File: src/rtl/servo_pkg.sv
// -----------------------------------------------------------------------------
// servo_pkg
// Shared constants for the hobby-servo PWM path. The PWM generator and the
// pulse decoder both import this package so that the angle-to-pulse mapping
// and its inverse use the same STEP and cannot drift apart.
// No ports (package).
// -----------------------------------------------------------------------------
package servo_pkg;

    localparam int CLK_HZ        = 50_000_000;
    localparam int DUR_CLOCK_NUM = CLK_HZ / 50;               // 20 ms frame
    localparam int DEGREE_MIN    = DUR_CLOCK_NUM * 5 / 200;   // 0.5 ms -> 0 deg
    localparam int DEGREE_MAX    = DUR_CLOCK_NUM * 25 / 200;  // 2.5 ms -> 180 deg
    localparam int TIMEOUT       = 2 * DUR_CLOCK_NUM;         // loss-of-signal limit
    localparam int ANGLE_MAX     = 180;
    localparam int STEP          = (DEGREE_MAX - DEGREE_MIN) / ANGLE_MAX;

    localparam int CNT_W  = 17;  // high counter / pulse width
    localparam int QUOT_W = 8;   // angle / quotient

    typedef enum logic [1:0] {
        ST_IDLE,
        ST_HIGH,
        ST_DIV,
        ST_DONE
    } dec_state_t;

    // Clocks per degree for an arbitrary pulse range (integer division, as
    // the generator uses it).
    function automatic int step_of(input int lo, input int hi);
        return (hi - lo) / ANGLE_MAX;
    endfunction

    // The rounding bias can push the top of the range to 181/182.
    function automatic logic [QUOT_W-1:0] clamp_angle(input logic [QUOT_W-1:0] q);
        return (q > QUOT_W'(ANGLE_MAX)) ? QUOT_W'(ANGLE_MAX) : q;
    endfunction

endpackage

File: src/rtl/servo_pulse_decoder_if.sv
// -----------------------------------------------------------------------------
// servo_pulse_decoder_if
// Signal bundle between a servo PWM source / result consumer and the decoder.
//   iPwm       asynchronous servo PWM input
//   oAngle     last decoded angle, 0..180
//   oValid     one-cycle pulse when oAngle/oWidth update
//   oWidth     raw high count of the last in-range pulse
//   oRangeErr  one-cycle pulse on an out-of-range pulse
//   oLost      level, no rising edge within the timeout
// master: drives iPwm, observes results.  slave: the decoder.
// -----------------------------------------------------------------------------
interface servo_pulse_decoder_if;
    import servo_pkg::*;

    logic              iPwm;
    logic [QUOT_W-1:0] oAngle;
    logic              oValid;
    logic [CNT_W-1:0]  oWidth;
    logic              oRangeErr;
    logic              oLost;

    modport master (
        output iPwm,
        input  oAngle, oValid, oWidth, oRangeErr, oLost
    );

    modport slave (
        input  iPwm,
        output oAngle, oValid, oWidth, oRangeErr, oLost
    );

endinterface

File: src/rtl/servo_angle_divider.sv
// -----------------------------------------------------------------------------
// servo_angle_divider
// Serial restoring divider producing an 8-bit quotient, one bit per clock,
// always 8 clocks. The first bit is resolved on the start edge itself, so
// done pulses on the 8th edge counting the start edge.
//   clk       system clock
//   rst       asynchronous active-high reset
//   start     one-cycle pulse, samples dividend/divisor
//   dividend  numerator (quotient must fit in 8 bits)
//   divisor   denominator
//   quotient  result, valid from the done pulse until the next start
//   done      one-cycle pulse when quotient is final
// -----------------------------------------------------------------------------
module servo_angle_divider
    import servo_pkg::*;
(
    input  logic              clk,
    input  logic              rst,
    input  logic              start,
    input  logic [CNT_W-1:0]  dividend,
    input  logic [CNT_W-1:0]  divisor,
    output logic [QUOT_W-1:0] quotient,
    output logic              done
);

    localparam int         DW   = CNT_W + QUOT_W;
    localparam logic [2:0] LAST = 3'(QUOT_W - 2);  // busy iterations after start

    logic [CNT_W-1:0] rem, cur_rem, next_rem;
    logic [DW-1:0]    den, cur_den;
    logic [2:0]       iter;
    logic             busy;
    logic             fits;

    // The divisor is pre-shifted to the MSB quotient position and walks right
    // one place per iteration, so the remainder never needs shifting.
    always_comb begin
        cur_rem  = start ? dividend : rem;
        cur_den  = start ? (DW'(divisor) << (QUOT_W - 1)) : den;
        fits     = {{QUOT_W{1'b0}}, cur_rem} >= cur_den;
        next_rem = fits ? cur_rem - cur_den[CNT_W-1:0] : cur_rem;
    end

    // NOTE: non-blocking assignments in clocked blocks so every register
    // samples the pre-edge values regardless of statement order.
    always_ff @(posedge clk or posedge rst) begin
        if (rst) begin
            rem      <= '0;
            den      <= '0;
            iter     <= '0;
            busy     <= 1'b0;
            quotient <= '0;
            done     <= 1'b0;
        end else begin
            done <= 1'b0;
            if (start) begin
                rem      <= next_rem;
                den      <= cur_den >> 1;
                quotient <= {{(QUOT_W-1){1'b0}}, fits};
                iter     <= '0;
                busy     <= 1'b1;
            end else if (busy) begin
                rem      <= next_rem;
                den      <= den >> 1;
                quotient <= {quotient[QUOT_W-2:0], fits};
                iter     <= iter + 3'd1;
                if (iter == LAST) begin
                    busy <= 1'b0;
                    done <= 1'b1;
                end
            end
        end
    end

endmodule

File: src/rtl/servo_pulse_decoder.sv
// -----------------------------------------------------------------------------
// servo_pulse_decoder
// Measures the high time of a 50 Hz servo PWM signal and converts it back to
// a 0..180 degree angle (inverse of the servo PWM generator mapping).
//   iClk  system clock
//   iRst  asynchronous active-high reset
//   bus   servo_pulse_decoder_if.slave: iPwm in; oAngle, oValid, oWidth,
//         oRangeErr, oLost out
// Parameters default to the 50 MHz system values; a bench may shrink them.
// Latency from the first clock sampling iPwm low: oRangeErr +3, oValid +12.
// -----------------------------------------------------------------------------
module servo_pulse_decoder
    import servo_pkg::*;
#(
    parameter int DEG_MIN      = DEGREE_MIN,
    parameter int DEG_MAX      = DEGREE_MAX,
    parameter int TIMEOUT_CLKS = TIMEOUT
) (
    input  logic                  iClk,
    input  logic                  iRst,
    servo_pulse_decoder_if.slave  bus
);

    localparam int               STEP_P   = step_of(DEG_MIN, DEG_MAX);
    localparam logic [CNT_W-1:0] CNT_MIN  = CNT_W'(DEG_MIN);
    localparam logic [CNT_W-1:0] CNT_MAX  = CNT_W'(DEG_MAX);
    localparam logic [CNT_W-1:0] CNT_SAT  = CNT_W'(DEG_MAX + 1);
    localparam logic [CNT_W-1:0] DIV_BIAS = CNT_W'(STEP_P / 2);
    localparam logic [CNT_W-1:0] DIVISOR  = CNT_W'(STEP_P);
    localparam int               TMO_W    = $clog2(TIMEOUT_CLKS + 1);
    localparam logic [TMO_W-1:0] TMO_END  = TMO_W'(TIMEOUT_CLKS);

    dec_state_t        state, next_state;
    logic [1:0]        sync_q;
    logic              pwm_q;
    logic              rise, fall;
    logic              rise_q, fall_q;
    logic [1:0]        primed;
    logic              armed;
    logic              rise_pend;
    logic [CNT_W-1:0]  high_cnt;
    logic [TMO_W-1:0]  tmo_cnt;
    logic              in_range;
    logic [CNT_W-1:0]  dividend;
    logic [CNT_W-1:0]  width_hold;
    logic              div_start;
    logic              div_done;
    logic [QUOT_W-1:0] quot;

    // A rise only counts once a real low has been seen after reset, so a
    // pulse already in progress at reset release is ignored. primed marks
    // that sync_q[1] holds a genuine sample rather than its reset value.
    assign rise = sync_q[1] & ~pwm_q & armed;
    assign fall = ~sync_q[1] & pwm_q;

    assign in_range = (high_cnt >= CNT_MIN) && (high_cnt <= CNT_MAX);
    assign dividend = high_cnt - CNT_MIN + DIV_BIAS;  // rounds to nearest degree

    always_ff @(posedge iClk or posedge iRst) begin
        if (iRst) begin
            sync_q   <= '0;
            pwm_q    <= 1'b0;
            rise_q   <= 1'b0;
            fall_q   <= 1'b0;
            primed   <= '0;
            armed    <= 1'b0;
            high_cnt <= '0;
            tmo_cnt  <= '0;
        end else begin
            sync_q <= {sync_q[0], bus.iPwm};
            pwm_q  <= sync_q[1];
            rise_q <= rise;
            fall_q <= fall;
            primed <= {primed[0], 1'b1};
            if (primed[1] && !sync_q[1]) begin
                armed <= 1'b1;
            end

            if (rise) begin
                high_cnt <= CNT_W'(1);
            end else if (sync_q[1] && high_cnt != CNT_SAT) begin
                high_cnt <= high_cnt + CNT_W'(1);
            end

            if (rise) begin
                tmo_cnt <= '0;
            end else if (tmo_cnt != TMO_END) begin
                tmo_cnt <= tmo_cnt + TMO_W'(1);
            end
        end
    end

    always_ff @(posedge iClk or posedge iRst) begin
        if (iRst) begin
            state <= ST_IDLE;
        end else begin
            state <= next_state;
        end
    end

    // NOTE: every output of this block gets a default first; a path that
    // leaves one unassigned would infer a latch.
    always_comb begin
        next_state = state;
        div_start  = 1'b0;
        case (state)
            ST_IDLE: begin
                if (rise_q || rise_pend) begin
                    next_state = ST_HIGH;
                end
            end
            ST_HIGH: begin
                if (fall_q) begin
                    if (in_range) begin
                        next_state = ST_DIV;
                        div_start  = 1'b1;
                    end else begin
                        next_state = ST_IDLE;
                    end
                end
            end
            ST_DIV: begin
                if (div_done) begin
                    next_state = ST_DONE;
                end
            end
            ST_DONE: next_state = ST_IDLE;
            default: next_state = ST_IDLE;
        endcase
    end

    // A rise that arrives while the previous result is still being divided
    // is remembered so the FSM enters HIGH once it returns to IDLE; the high
    // counter already started on the real edge.
    always_ff @(posedge iClk or posedge iRst) begin
        if (iRst) begin
            rise_pend <= 1'b0;
        end else if (fall_q || state == ST_IDLE) begin
            rise_pend <= 1'b0;
        end else if (rise_q && (state == ST_DIV || state == ST_DONE)) begin
            rise_pend <= 1'b1;
        end
    end

    always_ff @(posedge iClk or posedge iRst) begin
        if (iRst) begin
            width_hold    <= '0;
            bus.oAngle    <= '0;
            bus.oValid    <= 1'b0;
            bus.oWidth    <= '0;
            bus.oRangeErr <= 1'b0;
            bus.oLost     <= 1'b1;
        end else begin
            if (div_start) begin
                width_hold <= high_cnt;
            end

            bus.oValid <= (state == ST_DONE);
            if (state == ST_DONE) begin
                bus.oAngle <= clamp_angle(quot);
                bus.oWidth <= width_hold;
            end

            // A fall while a result is in flight came from a pulse far
            // shorter than DEG_MIN, so it is reported as out of range.
            bus.oRangeErr <= fall_q && ((state == ST_HIGH && !in_range) ||
                                        state == ST_DIV || state == ST_DONE);

            if (tmo_cnt == TMO_END) begin
                bus.oLost <= 1'b1;
            end else if (state == ST_DONE) begin
                bus.oLost <= 1'b0;
            end
        end
    end

    servo_angle_divider u_divider (
        .clk      (iClk),
        .rst      (iRst),
        .start    (div_start),
        .dividend (dividend),
        .divisor  (DIVISOR),
        .quotient (quot),
        .done     (div_done)
    );

endmodule

File: src/flat_wrapper.sv
// flat-port wrapper written by rule: the top's interface ports become plain ports
module servo_pulse_decoder_flat import servo_pkg::*;
#(
    parameter int DEG_MIN      = DEGREE_MIN,
    parameter int DEG_MAX      = DEGREE_MAX,
    parameter int TIMEOUT_CLKS = TIMEOUT
)
  (iClk, iRst, bus_iPwm, bus_oAngle, bus_oValid, bus_oWidth, bus_oRangeErr, bus_oLost);
  servo_pulse_decoder_if bus_i ();
  input  logic iClk;
  input  logic iRst;
  input wire logic [$bits(bus_i.iPwm)-1:0] bus_iPwm;
  output wire logic [$bits(bus_i.oAngle)-1:0] bus_oAngle;
  output wire logic [$bits(bus_i.oValid)-1:0] bus_oValid;
  output wire logic [$bits(bus_i.oWidth)-1:0] bus_oWidth;
  output wire logic [$bits(bus_i.oRangeErr)-1:0] bus_oRangeErr;
  output wire logic [$bits(bus_i.oLost)-1:0] bus_oLost;
  assign bus_i.iPwm = bus_iPwm;
  assign bus_oAngle = bus_i.oAngle;
  assign bus_oValid = bus_i.oValid;
  assign bus_oWidth = bus_i.oWidth;
  assign bus_oRangeErr = bus_i.oRangeErr;
  assign bus_oLost = bus_i.oLost;
  servo_pulse_decoder #(.DEG_MIN(DEG_MIN), .DEG_MAX(DEG_MAX), .TIMEOUT_CLKS(TIMEOUT_CLKS)) u_core (.iClk(iClk), .iRst(iRst), .bus(bus_i));
endmodule
File: config.mk
export PLATFORM = sky130hd
export DESIGN_NAME = servo_pulse_decoder_flat
export DESIGN_NICKNAME = d
export VERILOG_FILES = /design/src/rtl/servo_pkg.sv /design/src/rtl/servo_pulse_decoder_if.sv /design/src/rtl/servo_angle_divider.sv /design/src/rtl/servo_pulse_decoder.sv /design/src/flat_wrapper.sv
export SDC_FILE = /design/constraint.sdc
export NUM_CORES = 1
export LEC_CHECK = 0
export CORE_ASPECT_RATIO = 1.4
export CORE_UTILIZATION = 49
export DETAILED_ROUTE_END_ITERATION = 10
export PLACE_DENSITY = 0.73
export SLEW_MARGIN = 20
export SYNTH_ARGS = -nofsm -noshare
export SYNTH_HDL_FRONTEND = slang
export SYNTH_SLANG_ARGS = --single-unit
File: constraint.sdc
create_clock -name iClk -period 8.1 [get_ports iClk]
set_input_delay 1.62 -clock iClk [delete_from_list [all_inputs] [get_ports iClk]]
set_output_delay 1.62 -clock iClk [all_outputs]
set_load 0.01 [all_outputs]
==> impl_metrics.json <==
{
  "hold-worst-slack_ns": 0.353,
  "cts_htree_levels": 4,
  "report.final.hold_viol_count": 0,
  "die_area_sq_um": 15700,
  "detailroute.via_count": 5780,
  "coreArea_sq_um": 14900,
  "wp_data_required_ns": 8.40,
  "netlist_instances": 818,
  "ant_nets": 0,
  "critical_path_peak_fanout": 49,
  "cts_inserted_buffers": 17,
  "chipWidth_um": 106,
  "num_rows": 53,
  "timing.slew.headroom_pct": 50.3,
  "postCtsSetupRepairBufs": 0,
  "cp_data_arrival_time_ns": 5.29,
  "pwr_density_nw_per_um2": 185,
  "detail_route.first_pass.iterations": 5,
  "synth.cell_area_sq_um": 7450,
  "postSynthNetCount": 846,
  "nFillCells": 1318,
  "layout.nets": 861,
  "post_synthesis_area_per_instance_sq_um": 9.11,
  "area_growth_from_synthesis_to_layout_pct": 12.8,
  "pwr-share-comb_pct": 4.3,
  "drc": 0,
  "postSynth.topFlopCell": "sky130_fd_sc_hd__dfrtp_1",
  "yosys_warnings": 0,
  "detailed_route_vias_per_instance": 5.57,
  "final_cell_mix": "sky130_fd_sc_hd__nand2_1, sky130_fd_sc_hd__dfrtp_1, sky130_fd_sc_hd__nor2_1",
  "proportion_of_power_drawn_by_the_clock_network_pct": 48.2,
  "vdd_ir_drop_max_mv": 0.166,
  "drv_cap": 0,
  "io_pins": 31,
  "fin_worst_skew_ns": 0.0119,
  "final_max_slew_viol_count": 0,
  "max_clock_freq_mhz": 201,
  "worst-setup-path-type": "reg -> reg",
  "cts_root_buf": "sky130_fd_sc_hd__clkbuf_16",
  "post_cts_hold_buffer_count": 0,
  "post-route-cell-area_sq_um": 8400,
  "synth-edff-count": 0,
  "timing.final.crit_period_ns": 4.99,
  "finish.cell_count_without_fillers": 1038,
  "floorplan.initialDensity_pct": 49.9,
  "internal-power_w": 0.00116,
  "n_antenna_cell": 0,
  "synth.yosys.seq_area_share_pct": 47.0,
  "grt_pass1_wl_um": 27000,
  "detail_route.wirelength_um": 16000,
  "die_h_um": 148,
  "asyncSetResetFlopFracSynth_pct": 100,
  "power_leakage_nw": 4.03,
  "gp_congestion": 0.891,
  "dp.cells": 1006,
  "clockBufferDepth": 2,
  "placed_cell_area_sq_um": 7840,
  "tritoncts_clock_tree": "yes",
  "layout_commonest_cell": "sky130_fd_sc_hd__nand2_1",
  "transition_time_of_the_tightest_slew_check_pin_ns": 0.746,
  "grt_setup_unrepaired": "no",
  "ctsResizeCount": 0,
  "finalWorstSetupSlack_ns": 3.11,
  "clock_sinks": 140,
  "netSwitchingPower_w": 0.000387,
  "grt_usage_pct": 22.1,
  "p_sw_share_pct": 25.0,
  "yosys_register_bits": 140,
  "finalCritPeriodShare_pct": 61.6,
  "detail_route.iter0.violations": 359,
  "share_seq_of_total_power_pct": 47.5,
  "netlist-cell-type-count": 75,
  "outcome": "completed",
  "hold_class": "reg -> reg",
  "detail_route.wl_per_cell_um": 15.4,
  "crit_path_end_kind": "register",
  "grt_pass1_vias": 5535,
  "preCtsSetupSlack_ns": 3.17,
  "detailed_place_hpwl_um": 10700,
  "clk_pin_slew_ns": 0.06,
  "placement.io_buffers": 30,
  "tns_ns": 0,
  "insertion_delay_ns": 0.43,
  "grt.overflow.total": 0,
  "drive_above_1_share_pct": 7.57,
  "timing.critical_path.from_type": "register",
  "grt_max_degree": 84,
  "final_setup_violating_endpoints": 0,
  "grt_antenna_before_repair": 0
}
## metal layers
metal / up-vias / global-route usage, % / part of all wire (%)
li1: 2811 / - / -
met1: 2801 / 26.7 / 43
met2: 136 / 37.1 / 51
met3: 32 / 4.45 / 3.1
met4: 0 / 11.3 / 3.6
met5: - / 0 / 0
## power by group through the flow
stage               registers [W]  logic [W]  clock network [W]
floorplan                0.000741  0.0000528                  0
global placement         0.000749  0.0000660                  0
detailed placement       0.000749  0.0000672                  0
CTS                      0.000737  0.0000680           0.000758
global route             0.000741  0.0000774           0.000786
finish                   0.000737  0.0000667           0.000748
## registers in the layout (all words and copies together) (netlist names), 2 cells and up, named ones only
register                   cells
u_core.bus.oWidth             17
u_core.u_divider.quotient      8
u_core.u_divider.rem          17
u_core.primed                  2
u_core.tmo_cnt                21
u_core.bus.oAngle              8
u_core.high_cnt               17
u_core.width_hold             17
u_core.sync_q                  2
u_core.u_divider.den          16
u_core.u_divider.iter          3
## cells in the mapped netlist, types with 7 or more instances
library cell,n,share of area [%]
sky130_fd_sc_hd__nor2_1,98,4.9
sky130_fd_sc_hd__o21ai_0,32,2.1
sky130_fd_sc_hd__xor2_1,31,3.6
sky130_fd_sc_hd__or3_1,8,0.67
sky130_fd_sc_hd__ha_1,24,4.0
sky130_fd_sc_hd__buf_2,14,0.94
sky130_fd_sc_hd__mux2i_1,23,3.1
sky130_fd_sc_hd__dfrtp_1,139,47
sky130_fd_sc_hd__xnor2_1,20,2.4
sky130_fd_sc_hd__nor3_1,15,1.0
sky130_fd_sc_hd__buf_4,7,0.71
sky130_fd_sc_hd__nand2_1,182,9.2
sky130_fd_sc_hd__a221o_1,10,1.3
sky130_fd_sc_hd__nand3_1,26,1.7
sky130_fd_sc_hd__a21o_1,10,1.0
sky130_fd_sc_hd__nand4_1,7,0.59
sky130_fd_sc_hd__clkbuf_1,15,0.76
sky130_fd_sc_hd__inv_1,23,1.2
sky130_fd_sc_hd__a21oi_1,28,1.9
## final cells by class
type                       instances  area (sq um)  area share (%)
clock buffer                      18           429            5.11
clock inverter                    14           135            1.61
timing repair buffer              37           357            4.24
sequential                       140          3500            41.7
inverter                          24          95.1            1.13
tap                              192           240            2.86
multi-input combinational        613          3640            43.4
## kinds of logic after synthesis
logic type                 Yosys count  share of synthesized area [%]
xor gates and xnor gates            51                           6.00
other                                1                         0.0503
DFF                                140                           47.0
buffers and inverters               65                           4.17
muxes                               23                           3.09
and+or+nand+nor                    377                           22.3
adders and majority gates           25                           4.30
AOI/OAI and AO/OA                  136                           13.0
## critical path: stages, from the launching register on
cell                       delay [ns]
sky130_fd_sc_hd__dfrtp_1         0.50
sky130_fd_sc_hd__and4b_1         0.32
sky130_fd_sc_hd__a31oi_1         0.09
sky130_fd_sc_hd__o21ai_1         0.15
sky130_fd_sc_hd__o31ai_2         0.11
sky130_fd_sc_hd__nor3_4          0.15
sky130_fd_sc_hd__buf_4           0.32
sky130_fd_sc_hd__inv_2           0.24
sky130_fd_sc_hd__buf_4           0.35
sky130_fd_sc_hd__or3_1           0.44
sky130_fd_sc_hd__nand2_1         0.07
sky130_fd_sc_hd__ha_1            0.26
sky130_fd_sc_hd__a21oi_1         0.20
sky130_fd_sc_hd__nor3b_2         0.07
sky130_fd_sc_hd__a211oi_2        0.32
sky130_fd_sc_hd__a21o_4          0.20
sky130_fd_sc_hd__a21oi_4         0.07
sky130_fd_sc_hd__a21o_1          0.43
sky130_fd_sc_hd__o2111a_1        0.26
sky130_fd_sc_hd__a211o_1         0.26
## final timing paths
check | cells after the start | startpoint | slack, ns | endpoint
max reg2reg | 19 | u_core.high_cnt[2]$_DFFE_PP0P_ | 3.11 | u_core.u_divider.rem[13]$_DFFE_PP0P_
min reg2reg | 0 | u_core.primed[0]$_DFF_PP0_ | 0.35 | u_core.primed[1]$_DFF_PP0_
max in group asynchronous | 3 | iRst | 5.37 | u_core.u_divider.den[11]$_DFFE_PP0P_
max | 19 | u_core.high_cnt[2]$_DFFE_PP0P_ | 3.11 | u_core.u_divider.rem[13]$_DFFE_PP0P_
min | 0 | u_core.primed[0]$_DFF_PP0_ | 0.35 | u_core.primed[1]$_DFF_PP0_
min in group asynchronous | 2 | iRst | 1.62 | u_core.bus.oWidth[1]$_DFFE_PP0P_
## per-stage QoR
| step | total power [W] | utilization (%) |
|---|---|---|
| after global routing | 0.00160 | 56.3 |
| final | 0.00155 | 56.3 |
| after detailed placement | 0.000816 | 52.5 |
| after floorplan | 0.000793 | - |
| after global placement | 0.000815 | 52.5 |
| after CTS | 0.00156 | 56.3 |
No activity file was read; power rests on OpenSTA's default activity.
